### config.mk
export PLATFORM = sky130hd
export DESIGN_NAME = ov7670_capture
export DESIGN_NICKNAME = d
export VERILOG_FILES = /design/src/rtl/ov7670_capture.sv
export SDC_FILE = /design/constraint.sdc
export NUM_CORES = 1
export LEC_CHECK = 0
export ABC_AREA = 1
export CAP_MARGIN = 25
export CELL_PAD_IN_SITES_DETAIL_PLACEMENT = 0
export CELL_PAD_IN_SITES_GLOBAL_PLACEMENT = 1
export CORE_ASPECT_RATIO = 0.9
export CORE_MARGIN = 1.5
export CORE_UTILIZATION = 42
export DETAILED_ROUTE_END_ITERATION = 16
export PLACE_DENSITY = 0.82
export SLEW_MARGIN = 10
export SYNTH_ARGS = -nofsm -noshare
export SYNTH_HDL_FRONTEND = slang
export SYNTH_SLANG_ARGS = --single-unit
### constraint.sdc
create_clock -name clk -period 1.76 [get_ports clk]
set_input_delay 0.176 -clock clk [delete_from_list [all_inputs] [get_ports clk]]
set_output_delay 0.176 -clock clk [all_outputs]
set_load 0.03 [all_outputs]
### src/rtl/ov7670_capture.sv
// OV7670 pixel capture: oversamples the camera bus in the clk domain,
// pairs bytes into RGB565 pixels and tags each one with x/y and a
// linear frame-buffer address. Capture always begins on a clean frame
// boundary, and sticky flags report bad line and frame geometry.
module ov7670_capture #(
  parameter int H_ACTIVE = 640,
  parameter int V_ACTIVE = 480,
  parameter int ADDR_W   = 19
) (
  input  logic              clk,
  input  logic              rst_n,
  input  logic              init_done,
  input  logic              capture_en,
  input  logic              cam_pclk,
  input  logic              cam_vsync,
  input  logic              cam_href,
  input  logic [7:0]        cam_d,
  output logic              pix_valid,
  output logic [15:0]       pix_data,
  output logic [9:0]        pix_x,
  output logic [8:0]        pix_y,
  output logic [ADDR_W-1:0] pix_addr,
  output logic              frame_start,
  output logic              frame_done,
  output logic              line_err,
  output logic              frame_err
);

  localparam logic [1:0] ST_WAIT_INIT  = 2'd0;
  localparam logic [1:0] ST_WAIT_VS_HI = 2'd1;
  localparam logic [1:0] ST_WAIT_VS_LO = 2'd2;
  localparam logic [1:0] ST_FRAME      = 2'd3;

  localparam logic [9:0] X_MAX = 10'(H_ACTIVE);
  localparam logic [8:0] Y_MAX = 9'(V_ACTIVE);

  logic              pclk_s1, pclk_s2, pclk_s3;
  logic              vsync_s1, vsync_s2, vsync_s3;
  logic              href_s1, href_s2, href_s3;
  logic [7:0]        d_s1, d_s2;

  logic [1:0]        state;
  logic [9:0]        x;
  logic [8:0]        y;
  logic [ADDR_W-1:0] addr_cnt;
  logic [7:0]        hi_byte;
  logic              byte_phase;
  // x and y saturate at the active size, so these remember that a line
  // or frame actually ran past it (otherwise an overlong line/frame
  // would look exactly right at its end).
  logic              x_over;
  logic              y_over;

  logic              pclk_rise, href_fall, vs_rise, vs_fall;
  logic [8:0]        y_line;
  logic              y_over_line;

  // Two-flop synchronisers for the whole camera bus, plus a third stage
  // on the control lines for edge detection.
  always_ff @(posedge clk or negedge rst_n) begin
    if (!rst_n) begin
      pclk_s1  <= 1'b0; pclk_s2  <= 1'b0; pclk_s3  <= 1'b0;
      vsync_s1 <= 1'b0; vsync_s2 <= 1'b0; vsync_s3 <= 1'b0;
      href_s1  <= 1'b0; href_s2  <= 1'b0; href_s3  <= 1'b0;
      d_s1     <= 8'd0; d_s2     <= 8'd0;
    end else begin
      pclk_s1  <= cam_pclk;  pclk_s2  <= pclk_s1;  pclk_s3  <= pclk_s2;
      vsync_s1 <= cam_vsync; vsync_s2 <= vsync_s1; vsync_s3 <= vsync_s2;
      href_s1  <= cam_href;  href_s2  <= href_s1;  href_s3  <= href_s2;
      d_s1     <= cam_d;     d_s2     <= d_s1;
    end
  end

  assign pclk_rise = pclk_s2 & ~pclk_s3;
  assign href_fall = ~href_s2 & href_s3;
  assign vs_rise   = vsync_s2 & ~vsync_s3;
  assign vs_fall   = ~vsync_s2 & vsync_s3;

  // Row count after this cycle's line end, so a frame end landing in the
  // same cycle already sees the line that just closed.
  always_comb begin
    y_line      = y;
    y_over_line = y_over;
    if (href_fall && (x != 10'd0)) begin
      if (y == Y_MAX) y_over_line = 1'b1;
      else            y_line      = y + 9'd1;
    end
  end

  // Frame-alignment FSM, byte pairing, pixel emission and error tracking.
  always_ff @(posedge clk or negedge rst_n) begin
    if (!rst_n) begin
      state       <= ST_WAIT_INIT;
      x           <= 10'd0;
      y           <= 9'd0;
      addr_cnt    <= '0;
      hi_byte     <= 8'd0;
      byte_phase  <= 1'b0;
      x_over      <= 1'b0;
      y_over      <= 1'b0;
      pix_valid   <= 1'b0;
      pix_data    <= 16'd0;
      pix_x       <= 10'd0;
      pix_y       <= 9'd0;
      pix_addr    <= '0;
      frame_start <= 1'b0;
      frame_done  <= 1'b0;
      line_err    <= 1'b0;
      frame_err   <= 1'b0;
    end else begin
      pix_valid   <= 1'b0;
      frame_start <= 1'b0;
      frame_done  <= 1'b0;
      if (!init_done) begin
        state <= ST_WAIT_INIT;
      end else begin
        case (state)
          ST_WAIT_INIT: state <= ST_WAIT_VS_HI;
          ST_WAIT_VS_HI: begin
            if (vs_rise) state <= ST_WAIT_VS_LO;
          end
          ST_WAIT_VS_LO: begin
            if (vs_fall) begin
              if (capture_en) begin
                state       <= ST_FRAME;
                frame_start <= 1'b1;
                x           <= 10'd0;
                y           <= 9'd0;
                addr_cnt    <= '0;
                byte_phase  <= 1'b0;
                x_over      <= 1'b0;
                y_over      <= 1'b0;
              end else begin
                state <= ST_WAIT_VS_HI;
              end
            end
          end
          ST_FRAME: begin
            if (href_fall) begin
              if ((x != X_MAX) || byte_phase || x_over) line_err <= 1'b1;
              y          <= y_line;
              y_over     <= y_over_line;
              x          <= 10'd0;
              byte_phase <= 1'b0;
              x_over     <= 1'b0;
            end else if (pclk_rise && href_s2) begin
              if (!byte_phase) begin
                hi_byte    <= d_s2;
                byte_phase <= 1'b1;
              end else begin
                byte_phase <= 1'b0;
                if ((x < X_MAX) && (y < Y_MAX)) begin
                  pix_valid <= 1'b1;
                  pix_data  <= {hi_byte, d_s2};
                  pix_x     <= x;
                  pix_y     <= y;
                  pix_addr  <= addr_cnt;
                  addr_cnt  <= addr_cnt + ADDR_W'(1);
                end
                if (x == X_MAX) x_over <= 1'b1;
                else            x      <= x + 10'd1;
              end
            end
            if (vs_rise) begin
              frame_done <= 1'b1;
              if ((y_line != Y_MAX) || y_over_line) frame_err <= 1'b1;
              state <= ST_WAIT_VS_LO;
            end
          end
          default: state <= ST_WAIT_INIT;
        endcase
      end
    end
  end

endmodule

# Word level (Yosys, flattened, before mapping)
# Index checks and enable logic that the tools add are counted.
[totals]
regBits = 135
latchBits = 0
ram_bits = 0
mem_bits_ro = 0
wordCells = 136
n_memories = 0
[op_classes]
n_addsub = 3
n_mul = 0
div_mod_pow = 0
order_cmp = 2
n_eq_ne = 20
shifts = 0
muxes = 53
bitwise = 10
reduce_logical = 20
[op_table]
columns = ["op", "count"]
rows = [
  ["$mux W19", 6],
  ["$mux W10", 6],
  ["$mux W9", 5],
  ["$pmux W19 S2", 1],
  ["$mux W1", 25],
  ["$pmux W10 S2", 1],
  ["$add A19 B1 Y19 const B", 1],
  ["$pmux W9 S2", 1],
  ["$ne A3 B3 Y1 const B", 5],
  ["$reduce_and A5 Y1", 3],
  ["$ne A2 B2 Y1 const B", 7],
  ["$reduce_and A7 Y1", 2],
  ["$add A10 B1 Y10 const B", 1],
  ["$eq A10 B10 Y1 const B", 1],
  ["$lt A10 B10 Y1 const B", 1],
  ["$ne A10 B10 Y1 const B", 1],
  ["$reduce_bool A10 Y1", 1],
  ["$add A9 B1 Y9 const B", 1],
  ["$eq A9 B9 Y1 const B", 1],
  ["$lt A9 B9 Y1 const B", 1],
  ["$ne A9 B9 Y1 const B", 1],
  ["$mux W2", 4],
  ["$reduce_and A4 Y1", 2],
  ["$reduce_and A8 Y1", 1],
  ["other kinds (14)", 29],
]

# Depth between registers and ports, before layout
[depth]
ltp_word = 8
mapped_depth = 14

# Least setup slack after synthesis
# No wires, ideal clock.
[synth_timing]
path_type = "register to register"
from = "register x[0]"
to = "register frame_err"
setup_ns = 0.116
arrival_time_ns = 1.488
t_required_ns = 1.644
slack_ns = 0.156
stages_incl_launch_ff = 14
path_buffers = 0
path_cell_list = "dfrtp_1 > inv_1 > ha_1 > nand2_1 > nor2_1 > nand2_1 > nand2_2 > nor2_1 > nor2_1 > nand2_1 > nor2_1 > nand3_1 > nand2_1 > nand2_1"
[synth_via]
elab_chain_cells = 6
word_cells_on_any_way = 7
cone_classes = "eq/ne: 1; mux: 2; reduce/logical: 4"
[synth_rtl]
columns = ["item", "line", "rtl"]
rows = [
  ["start: declaration", "43", "logic [9:0] x;"],
  ["start signal: assignment", "161", "else x <= x + 10'd1;"],
  ["$reduce_bool A10 Y1 *", "84", "if (href_fall && (x != 10'd0)) begin"],
  ["$logic_and A1 B1 Y1 *", "84", ""],
  ["$mux W9", "84", ""],
  ["$ne A9 B9 Y1", "166", "if ((y_line != Y_MAX) || y_over_line) frame_err <= 1'b1;"],
  ["$logic_or A1 B1 Y1 *", "166", ""],
  ["$reduce_and A4 Y1 (no line) *", "-", ""],
  ["end signal: assignment", "109", "frame_err <= 1'b0;"],
  ["end signal: assignment", "166", ""],
  ["end: declaration", "26", "output logic frame_err"],
]
# Mark *: on every way between the ends. The rest lies on a longest branch, timed or not.
# A chain may end at the register's enable or synchronous reset.

# Worst setup path after layout
[layout_timing]
from = "register y[5]"
to = "register frame_err"
[layout_via]
elab_chain_cells = 6
word_cells_on_any_way = 9
cone_classes = "add/sub: 1; eq/ne: 2; mux: 4; reduce/logical: 2"
[layout_rtl]
columns = ["item", "line", "rtl"]
rows = [
  ["start: declaration", "44", "logic [8:0] y;"],
  ["start signal: assignment", "141", "y <= y_line;"],
  ["$add A9 B1 Y9 or $eq A9 B9 Y1 (tied branches)", "86, 85", ""],
  ["$mux W9", "85", "if (y == Y_MAX) y_over_line = 1'b1;"],
  ["$mux W9", "84", ""],
  ["$ne A9 B9 Y1", "166", ""],
  ["$logic_or A1 B1 Y1 *", "166", ""],
  ["$reduce_and A4 Y1 (no line) *", "-", ""],
]
# Marks and branches as above.

==> impl_results.html <==
<table>
<tr><th>Metric</th><th>Value</th></tr>
<tr><th colspan="2">Status</th></tr>
<tr><td>Result of the run</td><td>complete, no violations</td></tr>
<tr><th colspan="2">STA</th></tr>
<tr><td>Total setup violations reported at the end of the flow</td><td>0</td></tr>
<tr><td>Worst slew margin relative to its limit</td><td>69.0%</td></tr>
<tr><td>Number of pins exceeding their max-slew limit in the final report</td><td>0</td></tr>
<tr><td>Post-route setup TNS</td><td>0 ns</td></tr>
<tr><td>Minimum clock period</td><td>1.74 ns</td></tr>
<tr><td>Final-report hold violation count</td><td>0</td></tr>
<tr><td>RSZ-0062 raised after global routing</td><td>true</td></tr>
<tr><td>Worst clock skew</td><td>a little under 0.008 ns</td></tr>
<tr><td>Period Utilization, post-route</td><td>98.7%</td></tr>
<tr><td>Final setup margin</td><td>0.0230 ns</td></tr>
<tr><td>Slew of the pin with the lowest slew margin</td><td>0.464 ns</td></tr>
<tr><td>Achievable frequency</td><td>approximately 580 MHz</td></tr>
<tr><th colspan="2">Yosys</th></tr>
<tr><td>Number of synthesized flops with an enable pin</td><td>0</td></tr>
<tr><td>Count of different cell masters after synthesis</td><td>34</td></tr>
<tr><td>Synthesized instance count</td><td>657</td></tr>
<tr><td>Most common flop cell mapped by yosys</td><td>dfrtp_1</td></tr>
<tr><td>Ys async rst share</td><td>100%</td></tr>
<tr><td>Cell area after synthesis</td><td>5810 sq um</td></tr>
<tr><td>Leading area contributor after synthesis</td><td>dfrtp_1</td></tr>
<tr><td>Total of flip-flops plus latches after synthesis</td><td>135</td></tr>
<tr><td>Area share of the largest cell type after synthesis</td><td>around three fifths</td></tr>
<tr><td>Share of synthesized area occupied by flip-flops and latches</td><td>58.1%</td></tr>
<tr><td>Synthesized Nets</td><td>677</td></tr>
<tr><td>Yosys Warn Count</td><td>0</td></tr>
<tr><td>Largest cells by area after synthesis</td><td>dfrtp_1, nand2_1, o21ai_0</td></tr>
<tr><td>Syn_area_per_cell</td><td>8.85 sq um</td></tr>
<tr><th colspan="2">Drt</th></tr>
<tr><td>Violation count after the first detailed-route iteration</td><td>279</td></tr>
<tr><td>Drt via density</td><td>5.01</td></tr>
<tr><td>Total Routed Length</td><td>13700 um</td></tr>
<tr><td>Post-detailed-route DRC marker count</td><td>0</td></tr>
<tr><td>First-pass iteration count of the detailed router</td><td>5</td></tr>
<tr><td>Avg WL per Cell</td><td>14.1 um</td></tr>
<tr><td>Post-detailed-route count of antenna-violating nets</td><td>0</td></tr>
<tr><td>Via count</td><td>4856</td></tr>
<tr><th colspan="2">Floorplanning</th></tr>
<tr><td>Core region area</td><td>13400 sq um</td></tr>
<tr><td>DIE WIDTH</td><td>approximately 130 um</td></tr>
<tr><td>Top-level port count</td><td>74</td></tr>
<tr><td>DIE AREA</td><td>~15000 sq um</td></tr>
<tr><td>Initial Util</td><td>43.3%</td></tr>
<tr><td>Die Y</td><td>between 100 and 150 um</td></tr>
<tr><td>Std-Cell Rows</td><td>40</td></tr>
<tr><th colspan="2">Clock network</th></tr>
<tr><td>Clock tree from TritonCTS</td><td>yes</td></tr>
<tr><td>Clock slew at the register clock pins of the worst setup and hold paths</td><td>about 0.06 ns</td></tr>
<tr><td>Number of buffers created by CTS</td><td>17</td></tr>
<tr><td>Number of buffers between clock root and the deepest sink</td><td>2</td></tr>
<tr><td>Clock H-tree levels</td><td>4</td></tr>
<tr><td>Number of sinks handled by clock tree synthesis</td><td>135</td></tr>
<tr><td>Later-pin clock latency in the skew report</td><td>0.41 ns</td></tr>
<tr><td>Clock root buffer</td><td>clkbuf_16</td></tr>
<tr><th colspan="2">Job</th></tr>
<tr><td>Max capacitance violation total</td><td>0</td></tr>
<tr><th colspan="2">GRT</th></tr>
<tr><td>Number of global-route vias before repair</td><td>between 4000 and 5000</td></tr>
<tr><td>Initial antenna violation count</td><td>0</td></tr>
<tr><td>Pin count of the biggest net entering global routing</td><td>57</td></tr>
<tr><td>Wire length of the first global-routing pass</td><td>23100 um</td></tr>
<tr><td>Overall global routing resource usage</td><td>roughly 20%</td></tr>
<tr><td>Remaining Overflow, GRT</td><td>0</td></tr>
<tr><th colspan="2">Placement</th></tr>
<tr><td>Worst slack at placement</td><td>-0.157 ns</td></tr>
<tr><td>Instance area after placement</td><td>7130 sq um</td></tr>
<tr><td>Detailed-placement wirelength estimate</td><td>9880 um</td></tr>
<tr><td>Placer's final routability congestion estimate</td><td>0.901</td></tr>
<tr><td>Buffers on Ports</td><td>73</td></tr>
<tr><th colspan="2">Worst hold path</th></tr>
<tr><td>End point of the most critical hold path</td><td>d_s1[2]</td></tr>
<tr><td>Hold Path Stages</td><td>1</td></tr>
<tr><td>Worst Min Path Start</td><td>cam_d[2]</td></tr>
<tr><td>Kind of path behind the tightest hold check</td><td>in -&gt; reg</td></tr>
<tr><th colspan="2">Setup path</th></tr>
<tr><td>Data arrival at the endpoint of the critical path</td><td>roughly 2.0 ns</td></tr>
<tr><td>Critical path startpoint</td><td>y[5]</td></tr>
<tr><td>CP Capture Type</td><td>flip-flop</td></tr>
<tr><td>Kind of critical path</td><td>reg -&gt; reg</td></tr>
<tr><td>Number of cells on the worst reg-to-reg path</td><td>11</td></tr>
<tr><td>Maximum net fanout on the critical path</td><td>5</td></tr>
<tr><td>R2R Path End</td><td>frame_err</td></tr>
<tr><td>Reg2Reg Launch Point</td><td>y[5]</td></tr>
<tr><td>CP required</td><td>2.06 ns</td></tr>
<tr><td>Reg-to-reg slack, setup</td><td>0.02 ns</td></tr>
<tr><td>Kind of start point of the critical path</td><td>flip-flop</td></tr>
<tr><th colspan="2">Final layout</th></tr>
<tr><td>Top library cells by usage in the layout, fill and taps aside</td><td>nand2_1, dfrtp_1, clkdlybuf4s50_1</td></tr>
<tr><td>Layout Nets</td><td>813</td></tr>
<tr><td>Post-synthesis to final-layout area growth</td><td>34.1%</td></tr>
<tr><td>Antenna cell count</td><td>0</td></tr>
<tr><td>Filler cell count</td><td>1187</td></tr>
<tr><td>Most common cell after layout, fill and taps aside</td><td>nand2_1</td></tr>
<tr><td>Area of all placed cells without fillers</td><td>7800 sq um</td></tr>
<tr><td>Share of cells above drive strength 1</td><td>17.7%</td></tr>
<tr><td>Post-layout util</td><td>58.1%</td></tr>
<tr><th colspan="2">Power and ir drop</th></tr>
<tr><td>Pwr Density</td><td>between 1000 and 1500 nW/um^2</td></tr>
<tr><td>Static Leakage</td><td>0.00367 uW</td></tr>
<tr><td>Peak supply drop</td><td>0.917 mV</td></tr>
<tr><td>Power consumption</td><td>9850 uW</td></tr>
</table>
## cell usage after synthesis (all sizes together) (7+ instances only)
library cell  count
nand2           177
nand3            31
buf               7
nand4            15
a21oi            10
inv              82
o22ai            11
dfrtp           135
xor2              9
nor3             17
nor2             51
clkbuf           10
o21ai            82
## sequential cells by signal, summed over array words and instances, names as in the netlist, 2 cells and up
register  flops
x            10
d_s2          8
hi_byte       8
addr_cnt     19
pix_y         9
pix_data     16
y             9
state         2
pix_x        10
d_s1          8
pix_addr     19
## layer usage
layer | GRT usage [%] | routed length, um | part of all wire (%)
met3 | 5.75 | 573 | 4.2
met2 | 33.7 | 6830 | 50
met4 | 6.36 | 151 | 1.1
met1 | 25.8 | 6120 | 45
met5 | 0 | 0 | 0
## power by group
group          internal (uW)  switching, uW  total (uW)  leakage (uW)
logic                   1180           1660        2850       0.00173
registers               3580            391        3970       0.00169
clock network           1830           1210        3030      0.000244
total                   6590           3260        9850       0.00367
## per-stage QoR
step,hold WS (ns),instances
after floorplan,-0.120,657
after detailed placement,0.149,934
final,0.201,970
after CTS,0.188,963
after global placement,0.143,934
after global routing,0.186,970
## what timing repair did
item / 4_1_cts / 5_1_grt
hold endpoints to repair: 45 / 0
endpoints found under the setup margin: 4 / 54
gates resized for setup: 5 / 48
hold buffers: 1 / 0
pin swaps: 3 / 13
setup buffers: 0 / 6
gates cloned: 0 / 1
## cells by family after synthesis
kind of cell	Yosys count	synth area share, %
AND/OR/NAND/NOR	296	22.3
AO/OA/AOI/OAI	112	10.2
XOR/XNOR	9	1.36
buffers and inverters	100	6.91
adder cells (fa/ha/maj)	5	1.08
flip-flops	135	58.1
## final cells by class
cell class / count / area [sq um] / share of cell area, %
well taps: 168 / 210 / 2.70
repair inverters: 1 / 5.00 / 0.0642
inverters: 83 / 317 / 4.06
clock inverters: 5 / 27.5 / 0.353
flip-flops and latches: 135 / 3380 / 43.4
repair buffers: 133 / 1250 / 16.1
multi-input cells: 422 / 2130 / 27.4
clock buffers: 23 / 468 / 6.00
## critical path, stage by stage (launching register included)
cell     delay, ns
dfrtp_1       0.45
nand2_1       0.13
nor2_1        0.27
nand2_2       0.13
nand2_1       0.08
nor2_1        0.04
nor2_1        0.12
nand2_1       0.08
nor2_2        0.11
nand3_1       0.09
nand2_1       0.06
nand2_1       0.06
## how the worst max path moves through the flow
| stage | to | cells past startpoint |
|---|---|---|
| 2_1_floorplan | frame_err | 13 |
| 3_3_place_gp | addr_cnt[3] | 10 |
| 3_5_place_dp | addr_cnt[3] | 10 |
| 4_1_cts | x[7] | 10 |
| 5_1_grt | frame_err | 13 |
| 6_report | frame_err | 11 |
(Power assumes the default switching activity.)
